### src/rtl/hermes_rx_buffer.sv
`default_nettype none
// +-----------------------------------------------------------------------+
// | hermes_rx_buffer: Hermes router input buffer with credit flow control, |
// | route request and size-tracked packet forwarding.  Revision: 1.0       |
// +-----------------------------------------------------------------------+
module hermes_rx_buffer #(
  parameter int FLIT_SIZE   = 32,
  parameter int BUFFER_SIZE = 8
) (
  input  logic                 clk_i,
  input  logic                 rst_i,
  input  logic                 rx_i,
  input  logic [FLIT_SIZE-1:0] data_i,
  output logic                 credit_o,
  output logic                 req_o,
  input  logic                 ack_h_i,
  output logic                 data_av_o,
  output logic [FLIT_SIZE-1:0] data_o,
  input  logic                 data_ack_i,
  output logic                 sending_o
);

  localparam int ADDR_W = $clog2(BUFFER_SIZE);
  localparam int CNT_W  = ADDR_W + 1;
  localparam logic [CNT_W-1:0]     C_DEPTH = CNT_W'(BUFFER_SIZE);
  localparam logic [FLIT_SIZE-1:0] C_ONE   = FLIT_SIZE'(1);

  typedef enum logic [1:0] {
    S_IDLE = 2'd0,
    S_REQ  = 2'd1,
    S_SEND = 2'd2
  } state_t;

  typedef enum logic [1:0] {
    P_HDR     = 2'd0,
    P_SIZE    = 2'd1,
    P_PAYLOAD = 2'd2
  } phase_t;

  logic [FLIT_SIZE-1:0] mem [BUFFER_SIZE];

  logic [ADDR_W-1:0]    wr_ptr_q, wr_ptr_d;
  logic [ADDR_W-1:0]    rd_ptr_q, rd_ptr_d;
  logic [CNT_W-1:0]     count_q, count_d;
  state_t               state_q, state_d;
  phase_t               phase_q, phase_d;
  logic [FLIT_SIZE-1:0] remaining_q, remaining_d;

  logic not_empty;
  logic wr_en;
  logic rd_en;
  logic last_flit;

  // Credit is withheld while reset is asserted so nothing is written during it.
  assign not_empty = (count_q != '0);
  assign credit_o  = (count_q < C_DEPTH) && !rst_i;
  assign data_o    = mem[rd_ptr_q];
  assign req_o     = (state_q == S_REQ);
  assign sending_o = (state_q == S_SEND);
  assign data_av_o = (state_q == S_SEND) && not_empty;
  assign wr_en     = rx_i && credit_o;
  assign rd_en     = data_av_o && data_ack_i;

  always_comb begin
    last_flit = 1'b0;
    if (rd_en) begin
      case (phase_q)
        P_SIZE:    last_flit = (data_o == '0);
        P_PAYLOAD: last_flit = (remaining_q == C_ONE);
        default:   last_flit = 1'b0;
      endcase
    end
  end

  always_comb begin
    wr_ptr_d    = wr_ptr_q;
    rd_ptr_d    = rd_ptr_q;
    count_d     = count_q;
    state_d     = state_q;
    phase_d     = phase_q;
    remaining_d = remaining_q;

    if (wr_en) wr_ptr_d = wr_ptr_q + ADDR_W'(1);
    if (rd_en) rd_ptr_d = rd_ptr_q + ADDR_W'(1);

    case ({wr_en, rd_en})
      2'b10:   count_d = count_q + CNT_W'(1);
      2'b01:   count_d = count_q - CNT_W'(1);
      default: count_d = count_q;
    endcase

    case (state_q)
      S_IDLE:  if (not_empty) state_d = S_REQ;
      S_REQ:   if (ack_h_i) state_d = S_SEND;
      S_SEND:  if (last_flit) state_d = S_IDLE;
      default: state_d = S_IDLE;
    endcase

    // Size flit loads the payload counter; the last read rearms for a header.
    if (rd_en) begin
      case (phase_q)
        P_HDR: phase_d = P_SIZE;
        P_SIZE: begin
          remaining_d = data_o;
          phase_d     = P_PAYLOAD;
        end
        P_PAYLOAD: remaining_d = remaining_q - C_ONE;
        default:   phase_d = P_HDR;
      endcase
      if (last_flit) phase_d = P_HDR;
    end
  end

  always_ff @(posedge clk_i) begin
    if (rst_i) begin
      wr_ptr_q    <= '0;
      rd_ptr_q    <= '0;
      count_q     <= '0;
      state_q     <= S_IDLE;
      phase_q     <= P_HDR;
      remaining_q <= '0;
    end else begin
      wr_ptr_q    <= wr_ptr_d;
      rd_ptr_q    <= rd_ptr_d;
      count_q     <= count_d;
      state_q     <= state_d;
      phase_q     <= phase_d;
      remaining_q <= remaining_d;
    end
  end

  always_ff @(posedge clk_i) begin
    if (wr_en) mem[wr_ptr_q] <= data_i;
  end

endmodule
`default_nettype wire

### config.mk
export PLATFORM = sky130hd
export DESIGN_NAME = hermes_rx_buffer
export DESIGN_NICKNAME = d
export VERILOG_FILES = /design/src/rtl/hermes_rx_buffer.sv
export SDC_FILE = /design/constraint.sdc
export NUM_CORES = 1
export LEC_CHECK = 0
export ABC_AREA = 1
export ABC_CLOCK_PERIOD_IN_PS = 2400
export BUFFER_PORTS_ARGS = -buffer_cell sky130_fd_sc_hd__buf_2
export CAP_MARGIN = 20
export CORE_MARGIN = 2
export CORE_UTILIZATION = 55
export DETAILED_ROUTE_END_ITERATION = 6
export GPL_TIMING_DRIVEN = 0
export PLACE_DENSITY = 0.82
export SETUP_SLACK_MARGIN = 0.5
export SKIP_LAST_GASP = 1
export SLEW_MARGIN = 20
export SYNTH_ARGS = -nofsm -noshare
export SYNTH_HDL_FRONTEND = slang
export SYNTH_SLANG_ARGS = --single-unit
### constraint.sdc
create_clock -name clk_i -period 2.4 [get_ports clk_i]
set_input_delay 0.24 -clock clk_i [delete_from_list [all_inputs] [get_ports clk_i]]
set_output_delay 0.24 -clock clk_i [all_outputs]
set_load 0.05 [all_outputs]
# [Word level (Yosys, flattened, before mapping)]
# Memory sizes are Yosys's and may differ from the RTL's. A register that Yosys moved wholly into a read port is not among the register bits.
# Index checks and enable logic that the tools add are counted.
[op_classes] mux=14 addsub=5 n_eq_ne=11 n_reduce_logical=14 n_lt_le_gt_ge=1
[op_table] cell="$pmux 32 s2" n=1
[op_table] cell="$eq 32x1->1 const B" n=1
[op_table] cell="$logic_not 32->1" n=1
[op_table] cell="$sub 32x1->32 const B" n=1
[op_table] cell="$pmux 2 s3" n=2
[op_table] cell="$mux 2" n=4
[op_table] cell="$pmux 4 s2" n=1
[op_table] cell="$add 3x1->3 const B" n=2
[op_table] cell="$eq 2x1->1 const B" n=3
[op_table] cell="$eq 2x2->1 const B" n=3
[op_table] cell="$mux 3" n=2
[op_table] cell="$add 4x1->4 const B" n=1
[op_table] cell="$logic_and 1x1->1" n=4
[op_table] cell="$logic_not 2->1" n=2
[op_table] cell="$lt 4x4->1 const B" n=1
[op_table] cell="$ne 2x1->1 const B" n=2
[op_table] cell="$ne 2x2->1 const B" n=2
[op_table] cell="$reduce_and 2->1" n=2
[op_table] cell="$reduce_bool 2->1" n=2
[op_table] cell="$reduce_bool 4->1" n=1
[op_table] cell="$sub 4x1->4 const B" n=1
[op_table] cell="$mux 1" n=3
[op_table] cell="$reduce_and 3->1" n=1
[op_table] cell="$pmux 1 s2" n=1
[op_table] cell="$logic_not 1->1" n=1
[totals] output_inout_bits=36 register_bits=46 in_bits=37 ram_bits=256 memories=1 wordCells=52
[mem_list] memory="mem" words=8 word_bits=32 read_ports=1 rd_clocked_by_memory_dff=1 write_ports=1 line="40" rtl="logic [FLIT_SIZE-1:0] mem [BUFFER_SIZE];"

# [Depth between registers and ports, before layout]
# Gate-level depths: netlist of the first run.
[logic_depth] depth_word=6 ltp_mapped=18 depth_no_buf=16

# [Least setup slack after synthesis of the first run]
# No wires, ideal clock.
[synth_timing] path_type="register -> register" startpoint="reg count_q[3]" endpoint="mem mem[0][0], enable pin" setup_slack_ns=-0.940 path_buffers=0 synth_period_minus_slack_ns=3.340 t_arrival_ns=2.919 path_stages_with_launch=6 setup_ns=0.421 required_ns=1.979 cell_sequence="dfxtp_1 nor2_1 nand2_1 inv_1 nand2_1 nor2_1"
[synth_between] elab_chain_cells=5
[synth_rtl] element="start, declared" line="44" rtl="logic [CNT_W-1:0] count_q, count_d;"
[synth_rtl] element="start signal, assigned" line="125" rtl="count_q <= count_d;"
[synth_rtl] element="$lt 4x4->1" line="56" rtl="assign credit_o = (count_q < C_DEPTH) && !rst_i;"
[synth_rtl] element="$logic_and 1x1->1" line="56"
[synth_rtl] element="named net credit_o" line="14" rtl="output logic credit_o,"
[synth_rtl] element="$logic_and 1x1->1" line="61" rtl="assign wr_en = rx_i && credit_o;"
[synth_rtl] element="$mux 1" line="133" rtl="if (wr_en) mem[wr_ptr_q] <= data_i;"
[synth_rtl] element="$mux 1 (not written as such)" line="133"
[synth_rtl] element="end, declared" line="40"
# The timed path passes the listed nets, and every way through them passes these cells.

==> impl_metrics.env, run 1 <==
export IMPL_outcome="finished, final reports clean"
export IMPL_detail_route_vias_per_cell=5.882
export IMPL_skew_ps=33.01
export IMPL_cts_sinks=305
export IMPL_p_switching_uw=2691
export IMPL_dr_pass1_iters=6
export IMPL_yosys_warnings=0
export IMPL_synth_top_area_cell="edfxtp_1"
export IMPL_syn_to_final_growth_pct=30.35
export IMPL_routabilityCongestion=0.9577
export IMPL_power_total_uw=11440
export IMPL_hold_depth=4
export IMPL_antenna_found_initial=1
export IMPL_whs_endpoint="wr_ptr_q[1]"
export IMPL_ys_ff_latch=305
export IMPL_instances_no_fill=2054
export IMPL_cts_tree="yes"
export IMPL_grt_pass1_vias=11295
export IMPL_ys_seq_area_frac=0.6212
export IMPL_yosysMostFrequentCell="nand2_1"
export IMPL_clk_insertion_delay_late_ps=600
export IMPL_path_clk_slew_ps=60
export IMPL_coreArea_um2=25040
export IMPL_rsz0062_at_grt="yes"
export IMPL_seq_power_share=0.509
export IMPL_syn_cell_area_um2=13950
export IMPL_rr_worst_depth=14
export IMPL_first_iter_violations=1563
export IMPL_io_pins=73
export IMPL_fmax_mhz=417.3
export IMPL_p_comb_frac=0.082
export IMPL_maxSlewHeadroom=0.4968
export IMPL_yosys_cell_types_count=40
export IMPL_hp_class="input pin to register"
export IMPL_place_inst=1908
export IMPL_die_width_um=163.3
export IMPL_yosys_top_cells_area="edfxtp_1 (55%), nand2_1 (12%), dfxtp_1 (7.0%)"
export IMPL_via_count=12081
export IMPL_intPower_uw=8745
export IMPL_wl_um=43590
export IMPL_fin_crit_sh=0.9984
export IMPL_dieArea_um2=26660
export IMPL_r2r_end="state_q[1]"
export IMPL_clockRootBuffer="clkbuf_16"
export IMPL_crit_chain="buf_12 > buf_4 > nor2_1 > nor2_1 > o21ai_2 > nand2_1 > nand2_1 > nand2_2 > buf_6"
export IMPL_drive_gt1_frac=0.2490
export IMPL_crit_type="register to output port"
export IMPL_post_route_min_period_ps=2396
export IMPL_synth_fp_nets=1546
export IMPL_netlist_area_leader_share=0.5509
export IMPL_syn_area_per_cell_um2=9.321
export IMPL_synth_flop_cell="edfxtp_1"
export IMPL_pwr_share_clk=0.408
export IMPL_wl_per_cell_um=21.22
export IMPL_grt_max_degree=21
export IMPL_powerDensity_nw_per_um2=628.7
export IMPL_cts_buffers=30
export IMPL_htreeDepth=1
export IMPL_p_leak_uw=0.007595
export IMPL_crit_required_ps=2160
export IMPL_max_cap_violations=0
export IMPL_antenna_left=0
export IMPL_whs_ps=99.20
export IMPL_grtUsageTotal=0.3098
export IMPL_cp_slowest_cell="dfxtp_2"
export IMPL_clockBufferDepth=3
export IMPL_hpwl_um=26050
export IMPL_finalSetupViolCount=0
export IMPL_path_max_fanout=10
export IMPL_async_reset_ff_frac=0
export IMPL_cpPeakStageDelay_ps=340
export IMPL_worst_pin_slew_ps=748.0
export IMPL_netlist_instances=1497
export IMPL_nets=1749
export IMPL_hold_viol=0
export IMPL_synth_edf_count=256
export IMPL_setup_tns_ps=0
export IMPL_yosys_top_cells_count="nand2_1 (451), edfxtp_1 (256), inv_1 (189)"
export IMPL_overflow=0
export IMPL_worstHoldStart="rst_i"
export IMPL_core_rowCount=58
export IMPL_setup_worst_path_start_class="register"
export IMPL_initial_core_util=0.5573
export IMPL_port_buffers=72
export IMPL_worst_slack_ps=3.804
export IMPL_drc=0
export IMPL_arrival_ps=2160
export IMPL_ir_drop_mv=0.7025
export IMPL_final_max_slew_viol_count=0
export IMPL_rrSetupSlack_ps=70
export IMPL_endpoint_kind="output port"
export IMPL_die_y_um=163.3
export IMPL_dp_slack_ps=-179.4
export IMPL_num_fill_cells=1517
export IMPL_switching_share=0.2353
export IMPL_grt_pass1_wl_um=62070
## power groups by stage
stage	combinational (uW)	clock [uW]	sequential (uW)
after global placement	646	0	5930
after floorplan	417	0	5930
final	940	4670	5820
after global routing	984	4840	5830
after detailed placement	685	0	5930
after CTS	841	4610	5820
## layout by cell type (no fill, tap or decap), types with 9 or more instances in the layout
cell / netlist / final
buf_12: 0 / 19
clkbuf_16: 0 / 32
nand3_1: 131 / 102
inv_1: 189 / 169
o21ai_0: 53 / 38
nor2_1: 140 / 113
nor2_2: 4 / 9
inv_2: 2 / 16
buf_6: 13 / 31
edfxtp_1: 256 / 256
buf_2: 22 / 42
dfxtp_1: 49 / 38
xnor2_1: 10 / 10
a21oi_1: 59 / 51
clkinv_1: 2 / 10
dlygate4sd3_1: 0 / 34
buf_8: 0 / 17
nand2_1: 451 / 400
buf_4: 4 / 67
xor2_1: 9 / 9
o21ai_2: 0 / 16
nor2_4: 0 / 22
dfxtp_2: 0 / 9
nand2_4: 0 / 21
nand3_2: 1 / 29
nand2_2: 0 / 30
o21ai_1: 20 / 17
## worst max-delay path by stage
stage / cells past startpoint / to / startpoint
floorplan: 14 / count_q[3] / count_q[3]
global placement: 11 / phase_q[0] / register
detailed placement: 11 / phase_q[0] / register
CTS: 10 / data_o[11] / register
global route: 16 / state_q[1] / register
finish: 9 / data_o[17] / register
## cell families (layout without fill, tap and decap cells)
group / Yosys count / in the layout / share of synthesized area
other cells: 0 / 1 / 0
simple gates: 754 / 754 / 0.2200
flops: 305 / 305 / 0.6212
xor+xnor: 19 / 19 / 0.01193
compound gates: 146 / 146 / 0.05515
fa+ha+maj: 12 / 12 / 0.01130
buf+inv: 261 / 487 / 0.08043
## state kept, by name, summed over array words and instances (netlist names), named ones only
name	flops
count_q	4
rd_ptr_q	3
phase_q	2
state_q	2
wr_ptr_q	3
mem	256
remaining_q	32
## critical path, delay by kind of cell (launching register included)
kind	cells	cell delay (ps)
AO/OA/AOI/OAI	1	120
flip-flops	1	340
buffers and inverters	3	550
AND/OR/NAND/NOR	5	580
## stage by stage
step | area, um^2 | util
2_1_floorplan | 14130 | -
3_3_place_gp | 14910 | 0.5955
3_5_place_dp | 15130 | 0.6041
4_1_cts | 17210 | 0.6875
5_1_grt | 18190 | 0.7264
6_report | 18190 | 0.7265
## area by class of cell
| type | instances | area (um^2) | share of cell area |
|---|---|---|---|
| Sequential cell | 305 | 8687 | 0.4776 |
| Timing Repair inverter | 1 | 6.256 | 0.0003439 |
| Multi-Input combinational cell | 931 | 4966 | 0.2730 |
| Timing Repair Buffer | 170 | 1690 | 0.09294 |
| Tap cell | 330 | 412.9 | 0.02270 |
| Clock inverter | 21 | 198.9 | 0.01094 |
| Inverter | 194 | 757.0 | 0.04162 |
| Clock buffer | 34 | 765.7 | 0.04210 |
| Buffer | 67 | 701.9 | 0.03859 |
| Antenna cell | 1 | 2.502 | 0.0001376 |
## routing by layer
layer	wire length, um	global-route usage	share of wire
met1	15060	0.3844	0.35
met2	20440	0.5111	0.47
met3	5265	0.06501	0.12
met4	2826	0.1665	0.065
met5	0	0	0
## what timing repair did
action                                  CTS  global route
buffers inserted                         14            36
hold buffers                             34             0
pin swaps                                19            52
resized for setup                       216           194
gates cloned                              3             3
endpoints found under the setup margin  125           154
hold endpoints to repair                259             0
No activity file was read; power rests on OpenSTA's default activity.
==> run 2, diff against run 1 <==
- CTS_BUF_LIST: not set -> sky130_fd_sc_hd__clkbuf_8
==> impl_metrics.env, run 2 (synthesis results as in run 1) <==
export IMPL_outcome="complete, but fails checks"
export IMPL_violations="negative setup slack"
export IMPL_largest_register_ffs=256
export IMPL_pwr_share_clk=0.383
export IMPL_hpwl_um=26050
export IMPL_wl_um=46700
export IMPL_grtUsageTotal=0.3079
export IMPL_switching_share=0.2538
export IMPL_routabilityCongestion=0.9577
export IMPL_fmax_mhz=407.8
export IMPL_worst_slack_ps=-52.45
export IMPL_p_leak_uw=0.007802
export IMPL_clockRootBuffer="clkbuf_8"
export IMPL_hold_viol=0
export IMPL_cts_sinks=305
export IMPL_dp_slack_ps=-179.4
export IMPL_num_fill_cells=1509
export IMPL_crit_type="register to output port"
export IMPL_clk_insertion_delay_late_ps=610
export IMPL_grt_pass1_vias=11269
export IMPL_wl_per_cell_um=22.29
export IMPL_rsz0062_at_grt="yes"
export IMPL_powerDensity_nw_per_um2=597.6
export IMPL_drive_gt1_frac=0.2788
export IMPL_setup_tns_ps=-86.48
export IMPL_io_pins=73
export IMPL_antenna_cells=0
export IMPL_multiInputGateArea_um2=5164
export IMPL_ir_drop_mv=0.5343
export IMPL_seq_area_um2=8696
export IMPL_grt_max_degree=21
export IMPL_detail_route_vias_per_cell=5.927
export IMPL_crit_chain="buf_12 > clkinv_8 > buf_12 > buf_8 > nand2_1 > nand3_1 > nand3_1 > nand2_4 > inv_2 > buf_8"
export IMPL_endpoint_kind="output port"
export IMPL_grt_pass1_wl_um=61430
export IMPL_htreeDepth=2
export IMPL_p_comb_frac=0.090
export IMPL_place_inst=1908
export IMPL_max_cap_violations=0
export IMPL_setup_worst_path_start_class="register"
export IMPL_seq_power_share=0.527
export IMPL_dr_pass1_iters=6
export IMPL_reg_top3="mem (256), remaining_q (32), count_q (4)"
export IMPL_cpPeakStageDelay_ps=330
export IMPL_initial_core_util=0.5573
export IMPL_antenna_found_initial=2
export IMPL_maxSlewHeadroom=0.5159
export IMPL_instances_no_fill=2095
export IMPL_hp_class="input pin to register"
export IMPL_fin_crit_sh=1.022
export IMPL_arrival_ps=2210
export IMPL_antenna_left=0
export IMPL_worst_pin_slew_ps=719.5
export IMPL_post_route_min_period_ps=2452
export IMPL_finalSetupViolCount=4
export IMPL_drc=0
export IMPL_dieArea_um2=26660
export IMPL_top_register="mem"
export IMPL_skew_ps=16.60
export IMPL_final_cell_mix="nand2_1 (391), edfxtp_1 (256), inv_1 (181)"
export IMPL_syn_to_final_growth_pct=32.51
export IMPL_final_common_cell="nand2_1"
export IMPL_die_y_um=163.3
export IMPL_port_buffers=72
export IMPL_first_iter_violations=1795
export IMPL_cts_buffers=49
export IMPL_core_rowCount=58
export IMPL_overflow=0
export IMPL_via_count=12417
export IMPL_path_clk_slew_ps=60
export IMPL_p_switching_uw=2804
export IMPL_coreArea_um2=25040
export IMPL_intPower_uw=8245
export IMPL_die_width_um=163.3
export IMPL_cts_tree="yes"
export IMPL_path_max_fanout=10
export IMPL_final_max_slew_viol_count=0
export IMPL_crit_required_ps=2160
export IMPL_clockBufferDepth=3
export IMPL_finish_utilization=0.7385
export IMPL_nets=1775
export IMPL_cp_slowest_cell="dfxtp_2"
## run 2: changes by cell type in the layout (fill, tap and decap cells not counted), moves of 6 or more
cell	delta
clkbuf_16	-26
nand3_2	+21
inv_1	+12
nand2_4	+6
o21ai_0	-7
nand2_1	-9
o21ai_1	+8
clkinv_1	+6
clkbuf_8	+50
nand3_1	-21
## run 2: through the flow
stage,instance area [um^2],total power (uW),hold WS [ps]
floorplan,14130,6349,338.9
global placement,14910,6578,426.7
detailed placement,15130,6618,429.8
CTS,16920,10800,30.14
global route,18490,11290,100.4
finish,18490,11050,50.98
## run 2: power by group through the flow
stage,registers [uW],logic (uW),clock network (uW)
6_report,5830,991,4230
5_1_grt,5830,1040,4430
4_1_cts,5820,816,4160
3_5_place_dp,5930,685,0
3_3_place_gp,5930,646,0
2_1_floorplan,5930,417,0
## run 2: path summary, 6_finish.rpt
check,from,to,slack [ps],cells past startpoint
hold / removal,data_ack_i,register,50,4
setup / recovery,register,data_o[8],-50,10
setup reg to reg,register,state_q[1],-10,16
hold reg to reg,rd_ptr_q[2],register,430,1
## run 2: per-layer routing
layer	vias to the layer above	wire length, um	global-route usage
li1	5359	-	-
met1	5751	15950	0.3828
met2	1022	21870	0.5046
met3	285	5813	0.07821
met4	0	3061	0.1488
met5	-	0	0
## run 2: layout make-up
type | count | share of cell area
plain buffers | 67 | 0.03932
clock buffers | 51 | 0.03796
clock inverters | 39 | 0.01042
inverters | 194 | 0.04121
multi-input cells | 931 | 0.2793
flip-flops and latches | 305 | 0.4703
well taps | 330 | 0.02233
repair buffers | 177 | 0.09867
repair inverters | 1 | 0.0004737
## run 2: worst max-delay path: cells and delay by family (launching register included)
family | cells | cell delay (ps)
flops | 1 | 330
buf+inv | 6 | 770
simple gates | 4 | 500
## run 2: what timing repair did
action	4_1_cts	5_1_grt
hold buffers	34	0
endpoints found under the hold margin	260	0
setup buffers	12	44
pin swaps	7	72
endpoints found under the setup margin	121	156
cloned	0	7
gates resized for setup	163	333
==> run 3, diff against run 2 <==
- BUFFER_PORTS_ARGS: -buffer_cell sky130_fd_sc_hd__buf_2 -> -buffer_cell sky130_fd_sc_hd__clkbuf_2
==> impl_metrics.env, run 3 (synthesis results as in run 1) <==
export IMPL_outcome="complete, but fails checks"
export IMPL_violations="design-rule violations, negative setup slack"
export IMPL_hpwl_um=26320
export IMPL_top_register="mem"
export IMPL_rsz0062_at_grt="yes"
export IMPL_post_route_min_period_ps=2406
export IMPL_die_y_um=163.3
export IMPL_antenna_cells=0
export IMPL_cpPeakStageDelay_ps=340
export IMPL_finish_utilization=0.7498
export IMPL_wl_um=47610
export IMPL_overflow=0
export IMPL_fmax_mhz=415.7
export IMPL_dr_pass1_iters=7
export IMPL_path_max_fanout=10
export IMPL_final_cell_mix="nand2_1 (383), edfxtp_1 (256), inv_1 (169)"
export IMPL_worst_slack_ps=-5.649
export IMPL_port_buffers=72
export IMPL_fin_area_um2=18770
export IMPL_final_common_cell="nand2_1"
export IMPL_dp_slack_ps=-216.3
export IMPL_crit_required_ps=2160
export IMPL_hold_depth=5
export IMPL_routabilityCongestion=0.9467
export IMPL_routed_top_layer="met4"
export IMPL_max_cap_violations=0
export IMPL_first_iter_violations=2092
export IMPL_crit_type="register to output port"
export IMPL_drive_gt1_frac=0.2963
export IMPL_wl_met1_um=15720
export IMPL_post_dp_cell_area_um2=15130
export IMPL_endpoint_kind="output port"
export IMPL_cts_sinks=305
export IMPL_p_leak_uw=0.007827
export IMPL_grt_pass1_wl_um=62280
export IMPL_cts_tree="yes"
export IMPL_drc=16
export IMPL_arrival_ps=2170
export IMPL_ir_drop_mv=0.6930
export IMPL_largest_register_ffs=256
export IMPL_setup_worst_path_start_class="register"
export IMPL_maxSlewHeadroom=0.4902
export IMPL_path_clk_slew_ps=70
export IMPL_clockBufferDepth=3
export IMPL_wl_per_cell_um=22.76
export IMPL_antenna_left=0
export IMPL_seq_area_um2=8693
export IMPL_multiInputGateArea_um2=5259
export IMPL_finalSetupViolCount=1
export IMPL_grt_pass1_vias=11552
export IMPL_wl_met3_um=6372
export IMPL_cp_slowest_cell="dfxtp_2"
export IMPL_crit_chain="buf_12 > buf_12 > buf_12 > nor2_1 > nor2_1 > o21ai_2 > nand3_1 > nand2_2 > inv_1 > buf_8"
export IMPL_core_rowCount=58
export IMPL_final_max_slew_viol_count=0
export IMPL_grtUsageTotal=0.3116
export IMPL_initial_core_util=0.5573
export IMPL_coreArea_um2=25040
export IMPL_hp_class="input pin to register"
export IMPL_io_pins=73
export IMPL_clk_insertion_delay_late_ps=610
export IMPL_path_buf_inv=5
export IMPL_reg_top3="mem (256), remaining_q (32), count_q (4)"
export IMPL_rr_worst_depth=15
export IMPL_cp_depth=10
export IMPL_powerDensity_nw_per_um2=585.7
export IMPL_cts_buffers=49
export IMPL_clockRootBuffer="clkbuf_8"
export IMPL_skew_ps=46.84
export IMPL_detail_route_vias_per_cell=6.043
export IMPL_nets=1775
export IMPL_worst_pin_slew_ps=757.7
export IMPL_fin_crit_sh=1.002
export IMPL_die_width_um=163.3
export IMPL_power_total_uw=11000
export IMPL_grt_max_degree=21
export IMPL_whs_ps=61.09
export IMPL_antenna_found_initial=0
export IMPL_hold_viol=0
export IMPL_via_count=12641
export IMPL_wl_met2_um=22390
export IMPL_num_fill_cells=1458
export IMPL_cpMostUsedCell="buf_12"
export IMPL_dieArea_um2=26660
export IMPL_htreeDepth=2
export IMPL_critical_path_top_delay_family="buffers and inverters"
export IMPL_syn_to_final_growth_pct=34.54
-- run 3: cell types whose count changed in the layout (fill, tap and decap cells not counted), moves of 6 or more --
cell and delta:
buf_2 -43, buf_8 +8, clkbuf_16 +7, nand2_1 -8, buf_4 -9, o21ai_2 +6, clkbuf_2 +39, buf_6 -11
nand2_2 +7, inv_1 -12
-- run 3: metal layers --
metal	up-vias	global-route usage
met5	-	0
met4	0	0.1718
met3	290	0.07034
met2	1107	0.5119
met1	5881	0.3832
li1	5363	-
-- run 3: area by class of cell --
cell class              instances  area share
inverters                     194     0.04112
clock inverters                38     0.01053
multi-input cells             931      0.2801
flip-flops and latches        305      0.4631
plain buffers                  67     0.04012
clock buffers                  49     0.03592
repair inverters                1   0.0004665
well taps                     330     0.02199
repair buffers                177      0.1066
-- run 3: through the flow --
stage | TNS (ps) | cells
2_1_floorplan | 0 | 1497
3_3_place_gp | -390.6 | 1899
3_5_place_dp | -594.6 | 1908
4_1_cts | 0 | 2052
5_1_grt | -507.6 | 2092
6_report | -5.649 | 2092
-- run 3: power breakdown --
part | switching [uW] | internal, uW | leakage, uW
sequential | 30.6 | 5800 | 0.00272
clock | 2140 | 2020 | 0.000491
combinational | 640 | 370 | 0.00462
-- run 3: final timing paths --
path,startpoint,endpoint,slack [ps]
worst min register to register,rd_ptr_q[2],register,430
worst min-delay path,data_ack_i,register,60
worst max-delay path,register,data_o[6],-6
worst max register to register,register,state_q[1],20
-- run 3: tightest hold or removal path, cell delays in order --
cell,delay (ps)
clkbuf_2,100
nand2_4,90
inv_4,50
nand2_1,60
a21oi_1,70
-- run 3: repair_timing --
item,in CTS,in global routing
hold buffers,34,0
pin swaps,25,95
setup buffers,23,27
endpoints found under the hold margin,260,0
endpoints found under the setup margin,115,125
resized for setup,229,314
gates cloned,0,13
